## src/rtl/slow_clock_monitor_pkg.sv

```systemverilog
// rtl/slow_clock_monitor_pkg.sv - shared types and defaults for the slow clock monitor
package slow_clk_pkg;

  typedef enum logic [1:0] {
    IDLE    = 2'd0,
    ACQUIRE = 2'd1,
    LOCKED  = 2'd2,
    FAULT   = 2'd3
  } mon_state_e;

  localparam int HALF_PERIOD_DEF = 500;
  localparam int TOL_DEF         = 2;

  // Counter width that can hold the upper window edge plus headroom to saturate past it
  function automatic int cnt_width(input int half_period, input int tol);
    return $clog2(half_period + tol + 2);
  endfunction

endpackage

```

## src/rtl/slow_clock_monitor_if.sv

```systemverilog
// rtl/slow_clock_monitor_if.sv - slow clock input, controls and monitor status bundle
interface slow_clock_monitor_if #(
  parameter int CW = slow_clk_pkg::cnt_width(slow_clk_pkg::HALF_PERIOD_DEF, slow_clk_pkg::TOL_DEF)
) ();

  logic          slow_clk_in;
  logic          enable;
  logic          clear_err;
  logic          rise_tick;
  logic          fall_tick;
  logic          locked;
  logic          period_err;
  logic [7:0]    err_count;
  logic [CW-1:0] last_half;

  // Consumer side: drives the slow clock and controls, observes status
  modport master (
    output slow_clk_in, enable, clear_err,
    input  rise_tick, fall_tick, locked, period_err, err_count, last_half
  );

  // Monitor side
  modport slave (
    input  slow_clk_in, enable, clear_err,
    output rise_tick, fall_tick, locked, period_err, err_count, last_half
  );

endinterface

```

## src/rtl/sync_edge_det.sv

```systemverilog
// rtl/sync_edge_det.sv - two-flop synchronizer with registered rise/fall pulses
module sync_edge_det (
  input  logic clk_in,
  input  logic reset,
  input  logic async_in,
  output logic edge_det,
  output logic rise_tick,
  output logic fall_tick
);

  logic sync1;
  logic sync2;
  logic hist;

  // Sync chain, history flop, and one-cycle edge pulses registered off stage 2 vs history
  always_ff @(posedge clk_in or posedge reset) begin
    if (reset) begin
      sync1     <= 1'b0;
      sync2     <= 1'b0;
      hist      <= 1'b0;
      rise_tick <= 1'b0;
      fall_tick <= 1'b0;
    end else begin
      sync1     <= async_in;
      sync2     <= sync1;
      hist      <= sync2;
      rise_tick <= sync2 & ~hist;
      fall_tick <= ~sync2 & hist;
    end
  end

  // Combinational edge flag so the consumer can register its reaction alongside the ticks
  assign edge_det = sync2 ^ hist;

endmodule

```

## src/rtl/slow_clock_monitor.sv

```systemverilog
// rtl/slow_clock_monitor.sv - measures slow clock half-periods and tracks lock/fault
module slow_clock_monitor
  import slow_clk_pkg::*;
#(
  parameter int HALF_PERIOD = HALF_PERIOD_DEF,
  parameter int TOL         = TOL_DEF,
  parameter int CW          = cnt_width(HALF_PERIOD, TOL)
) (
  input logic           clk_in,
  input logic           reset,
  slow_clock_monitor_if.slave mon
);

  localparam logic [CW-1:0] CNT_MAX = '1;
  localparam logic [CW-1:0] WIN_LO  = CW'(HALF_PERIOD - TOL);
  localparam logic [CW-1:0] WIN_HI  = CW'(HALF_PERIOD + TOL);

  mon_state_e    state;
  logic [CW-1:0] cnt;
  logic [CW-1:0] meas;
  logic          edge_seen;
  logic          in_win;
  logic          timeout;
  logic          fault;

  sync_edge_det u_sync (
    .clk_in    (clk_in),
    .reset     (reset),
    .async_in  (mon.slow_clk_in),
    .edge_det  (edge_seen),
    .rise_tick (mon.rise_tick),
    .fall_tick (mon.fall_tick)
  );

  // Interval is cnt+1 because cnt restarts at 0 in the cycle after the edge; a saturated
  // counter reports all-ones rather than wrapping
  assign meas    = (cnt == CNT_MAX) ? CNT_MAX : cnt + CW'(1);
  assign in_win  = (meas >= WIN_LO) && (meas <= WIN_HI);
  // cnt passes WIN_HI exactly once per interval since it saturates above it
  assign timeout = !edge_seen && (cnt == WIN_HI);
  assign fault   = mon.enable && (state == LOCKED) && (edge_seen ? !in_win : timeout);

  // Interval counter: restart on every edge, saturate while the slow clock is stalled
  always_ff @(posedge clk_in or posedge reset) begin
    if (reset) begin
      cnt <= '0;
    end else if (edge_seen) begin
      cnt <= '0;
    end else if (cnt != CNT_MAX) begin
      cnt <= cnt + CW'(1);
    end
  end

  // Lock state machine with registered status, error pulse and saturating error count
  always_ff @(posedge clk_in or posedge reset) begin
    if (reset) begin
      state          <= IDLE;
      mon.locked     <= 1'b0;
      mon.period_err <= 1'b0;
      mon.err_count  <= 8'd0;
      mon.last_half  <= '0;
    end else begin
      mon.period_err <= fault;

      if (mon.clear_err) begin
        mon.err_count <= 8'd0;
      end else if (fault && (mon.err_count != 8'hFF)) begin
        mon.err_count <= mon.err_count + 8'd1;
      end

      if (!mon.enable) begin
        state      <= IDLE;
        mon.locked <= 1'b0;
      end else begin
        case (state)
          IDLE: begin
            if (edge_seen) state <= ACQUIRE;
          end
          ACQUIRE: begin
            if (edge_seen) begin
              mon.last_half <= meas;
              if (in_win) begin
                state      <= LOCKED;
                mon.locked <= 1'b1;
              end
            end else if (timeout) begin
              state <= IDLE;
            end
          end
          LOCKED: begin
            if (edge_seen) mon.last_half <= meas;
            if (fault) begin
              state      <= FAULT;
              mon.locked <= 1'b0;
            end
          end
          FAULT: begin
            if (edge_seen) begin
              mon.last_half <= meas;
              state         <= ACQUIRE;
            end
          end
          default: begin
            state      <= IDLE;
            mon.locked <= 1'b0;
          end
        endcase
      end
    end
  end

endmodule

```

## src/flat_wrapper.sv

```systemverilog
// flat-port wrapper written by rule: the top's interface ports become plain ports
module slow_clock_monitor_flat import slow_clk_pkg::*;
#(
  parameter int HALF_PERIOD = HALF_PERIOD_DEF,
  parameter int TOL         = TOL_DEF,
  parameter int CW          = cnt_width(HALF_PERIOD, TOL)
)
  (clk_in, reset, mon_slow_clk_in, mon_enable, mon_clear_err, mon_rise_tick, mon_fall_tick, mon_locked, mon_period_err, mon_err_count, mon_last_half);
  slow_clock_monitor_if #(.CW(CW)) mon_i ();
  input logic clk_in;
  input logic reset;
  input wire logic [$bits(mon_i.slow_clk_in)-1:0] mon_slow_clk_in;
  input wire logic [$bits(mon_i.enable)-1:0] mon_enable;
  input wire logic [$bits(mon_i.clear_err)-1:0] mon_clear_err;
  output wire logic [$bits(mon_i.rise_tick)-1:0] mon_rise_tick;
  output wire logic [$bits(mon_i.fall_tick)-1:0] mon_fall_tick;
  output wire logic [$bits(mon_i.locked)-1:0] mon_locked;
  output wire logic [$bits(mon_i.period_err)-1:0] mon_period_err;
  output wire logic [$bits(mon_i.err_count)-1:0] mon_err_count;
  output wire logic [$bits(mon_i.last_half)-1:0] mon_last_half;
  assign mon_i.slow_clk_in = mon_slow_clk_in;
  assign mon_i.enable = mon_enable;
  assign mon_i.clear_err = mon_clear_err;
  assign mon_rise_tick = mon_i.rise_tick;
  assign mon_fall_tick = mon_i.fall_tick;
  assign mon_locked = mon_i.locked;
  assign mon_period_err = mon_i.period_err;
  assign mon_err_count = mon_i.err_count;
  assign mon_last_half = mon_i.last_half;
  slow_clock_monitor #(.HALF_PERIOD(HALF_PERIOD), .TOL(TOL), .CW(CW)) u_core (.clk_in(clk_in), .reset(reset), .mon(mon_i));
endmodule
```

## config.mk

```make
export PLATFORM = sky130hd
export DESIGN_NAME = slow_clock_monitor_flat
export DESIGN_NICKNAME = d
export VERILOG_FILES = /design/src/rtl/slow_clock_monitor_pkg.sv /design/src/rtl/slow_clock_monitor_if.sv /design/src/rtl/sync_edge_det.sv /design/src/rtl/slow_clock_monitor.sv /design/src/flat_wrapper.sv
export SDC_FILE = /design/constraint.sdc
export NUM_CORES = 1
export LEC_CHECK = 0
export BUFFER_PORTS_ARGS = -buffer_cell sky130_fd_sc_hd__buf_2
export CORE_UTILIZATION = 31
export DETAILED_ROUTE_END_ITERATION = 8
export PLACE_DENSITY = 0.59
export SYNTH_ARGS = -nofsm -noshare
export SYNTH_HDL_FRONTEND = slang
export SYNTH_SLANG_ARGS = --single-unit
```

## constraint.sdc

```tcl
create_clock -name clk_in -period 6.7 [get_ports clk_in]
set_input_delay 1.34 -clock clk_in [delete_from_list [all_inputs] [get_ports clk_in]]
set_output_delay 1.34 -clock clk_in [all_outputs]
set_load 0.02 [all_outputs]
```

==> flow_summary.toml <==
[outcome]
status = "complete, no violations"

[grt]
track_usage = 0.131
overflow = 0
grt_pass1_vias = 1416
antenna_found_initial = 0
grt_max_degree = 36
grt_pass1_wl_mm = 6.64

[route]
wl_per_cell_um = 13.1
drtIter0Drc = 87
vias = 1533
wl_mm = 3.97
drc = 0
antenna_left = 0
firstDrtPassIters = 4
vias_per_cell = 5.04

[clock_network]
cts-hold-fix-buffers = 0
clkTransAtPathRegs_ns = 0.08
htree_num_levels = 2
numCtsBuffers = 5
root_buffer = "clkbuf_8"
cts_tree = "done"
clock_latency_ns = 0.29
cts_resized = 0
clockBufferDepth = 2
cts_setup_buffers = 0
clkSinkCount = 35

[setup_path]
required_ns = 6.87
critical_path_arrival_ns = 3.56
criticalPathCategory = "register to register"
worstPathMaxFanout = 19
critPathMaxStageDelay_ns = 0.90
path_cells = "ha_1, nand3_1, nor2_1, nand3_1, inv_1, ha_1, nor2b_1, mux2i_1, nand3_2, a2111oi_4, nor3_1, mux2_2"
crit_family = "compound AO/OA/AOI/OAI gates"
crit_path_start_kind = "register"
setup.worst_path.end_class = "register"
critPathBufInv = 1
slowest_stage = "a2111oi_4"

[sta]
setup_viol = 0
finalMaxSlewViolations = 0
final_hold_viol_count = 0
max_slew_margin = 0.356
max_freq_mhz = 295
finalCriticalPeriod_ns = 3.39
setup_tns_ns = 0
rsz0062_at_grt = "false"
fin_skew_ns = 0.00841
fin_crit_sh = 0.506
worst_pin_slew_ns = 0.965

[pwr]
pwr-share-seq = 0.421
p_switching_uw = 187
switching_share = 0.299
power_density_nw_per_um2 = 273
p_comb_frac = 0.212
power_frac_clock = 0.367
leakage_nw = 1.01
irDropWorstVdd_mv = 0.175
power.internal_uw = 439

[yosys]
async_flop_share = 1.00
yosysSeqAreaShare = 0.441
syn_area_um2 = 1990
yosysWarnings = 0
synth-seq-cells = 35
synth_edf_count = 0
ys_types = 50
syn_avg_cell_area_um2 = 9.69
ys.flop_type = "dfrtp_1"
synth_cells = 205
syn-num-nets = 221

[hold_path]
min_path_type = "register to register"

[cells_and_area]
syn_to_final_growth_pct = 15.2
drive_above_1_share = 0.223
antenna_cells = 0
nNetsFinal = 244
design_area_um2 = 2290

[placement]
place_area_um2 = 2150
gp_congestion = 0.799
numPortBuffers = 25
dp_hpwl_mm = 2.78

[die]
num_io_pins = 26
start_util = 0.328
fp-row-count = 28
core_region_area_um2 = 6060
die_area_um2 = 6730
die_h_um = 82.1
die_x_um = 82.1

[job]
cap_violations = 0
[logic make-up after synthesis]
logic type | count (synthesis) | share of synthesized area
compound gates | 42 | 0.139
xor+xnor | 10 | 0.0441
fa+ha+maj | 11 | 0.0693
buf+inv | 23 | 0.0567
flops | 35 | 0.441
mux | 7 | 0.0372
simple gates | 77 | 0.213
[through the flow]
stage | utilization | setup slack [ns] | hold WS (ns) | total power, mW | std cells
after floorplan | - | 3.97 | 0.331 | 0.358 | 205
after global placement | 0.355 | 3.41 | 0.333 | 0.402 | 296
after detailed placement | 0.355 | 3.33 | 0.337 | 0.400 | 296
after CTS | 0.378 | 3.32 | 0.355 | 0.634 | 304
after global routing | 0.378 | 2.98 | 0.363 | 0.659 | 304
final | 0.378 | 3.31 | 0.354 | 0.625 | 304
[Yosys cell counts, types with 2 or more instances]
cell type / number / area share
nand4_1: 3 / 0.0094
o21ai_0: 9 / 0.023
xor2_1: 4 / 0.018
buf_6: 2 / 0.011
mux2_2: 3 / 0.017
clkbuf_1: 3 / 0.0057
a31oi_1: 2 / 0.0063
mux2i_1: 4 / 0.020
or4_2: 2 / 0.0088
buf_4: 2 / 0.0076
nand2_1: 8 / 0.015
ha_1: 11 / 0.069
o31ai_1: 3 / 0.011
a21oi_1: 17 / 0.043
xnor2_1: 6 / 0.026
or3_2: 2 / 0.0076
nor2_1: 24 / 0.045
buf_2: 3 / 0.0076
inv_1: 12 / 0.023
nor2b_1: 4 / 0.013
dfrtp_1: 35 / 0.44
nor3_1: 7 / 0.018
and2_1: 3 / 0.0094
nand3_1: 8 / 0.020
nor3b_1: 3 / 0.011
[cell usage in the layout, fill, tap and decap left out, drive strengths merged, types with 5 or more instances in the layout]
cell | Yosys | final
a21oi | 17 | 17
buf | 8 | 27
nor3 | 8 | 8
xnor2 | 6 | 6
ha | 11 | 11
clkbuf | 3 | 5
nand2 | 8 | 8
nand3 | 9 | 9
dfrtp | 35 | 35
nor2 | 24 | 24
inv | 12 | 12
o21ai | 10 | 10
[final timing paths]
check	depth (start not counted)	slack, ns	startpoint	to
max in group asynchronous	3	5.24	reset	u_core.mon.last_half[1]
setup / recovery	12	3.31	u_core.cnt[0]	u_core.mon.err_count[3]
hold / removal	0	0.35	u_core.u_sync.sync1	u_core.u_sync.sync2
hold reg to reg	0	0.35	u_core.u_sync.sync1	u_core.u_sync.sync2
min in group asynchronous	3	1.14	reset	u_core.mon.err_count[6]
setup reg to reg	12	3.31	u_core.cnt[0]	u_core.mon.err_count[3]
[power by group through the flow]
stage / combinational (mW) / clock, mW / sequential (mW)
2_1_floorplan: 0.0636 / 0 / 0.294
3_3_place_gp: 0.134 / 0 / 0.267
3_5_place_dp: 0.134 / 0 / 0.267
4_1_cts: 0.135 / 0.235 / 0.263
5_1_grt: 0.148 / 0.244 / 0.267
6_report: 0.132 / 0.230 / 0.263
[layout make-up]
class / count / area [µm²]
multi-input combinational: 147 / 998
inverter: 12 / 45.0
fill: 615 / 3770
tap: 75 / 93.8
clock inverter: 3 / 67.6
timing repair buffer: 27 / 140
clock buffer: 5 / 68.8
sequential: 35 / 876
[worst reg2reg max path, stage by stage, from the launching register on]
cell	delay, ns
dfrtp_1	0.50
ha_1	0.27
nand3_1	0.15
nor2_1	0.20
nand3_1	0.13
inv_1	0.10
ha_1	0.19
nor2b_1	0.07
mux2i_1	0.18
nand3_2	0.14
a2111oi_4	0.90
nor3_1	0.16
mux2_2	0.31
[layer usage]
| metal | vias up | wire, µm | global-route usage |
|---|---|---|---|
| li1 | 765 | - | - |
| met3 | 2 | 185 | 0.0467 |
| met2 | 33 | 1760 | 0.193 |
| met5 | - | 0 | 0 |
| met1 | 733 | 2010 | 0.181 |
| met4 | 0 | 15 | 0.0316 |
[registers in the layout, summed over array words and instances (netlist names), 2 cells and up]
signal and cells:
u_core.cnt 9, u_core.mon.last_half 9, u_core.mon.err_count 8, u_core.state 2
(Power assumes the default switching activity.)
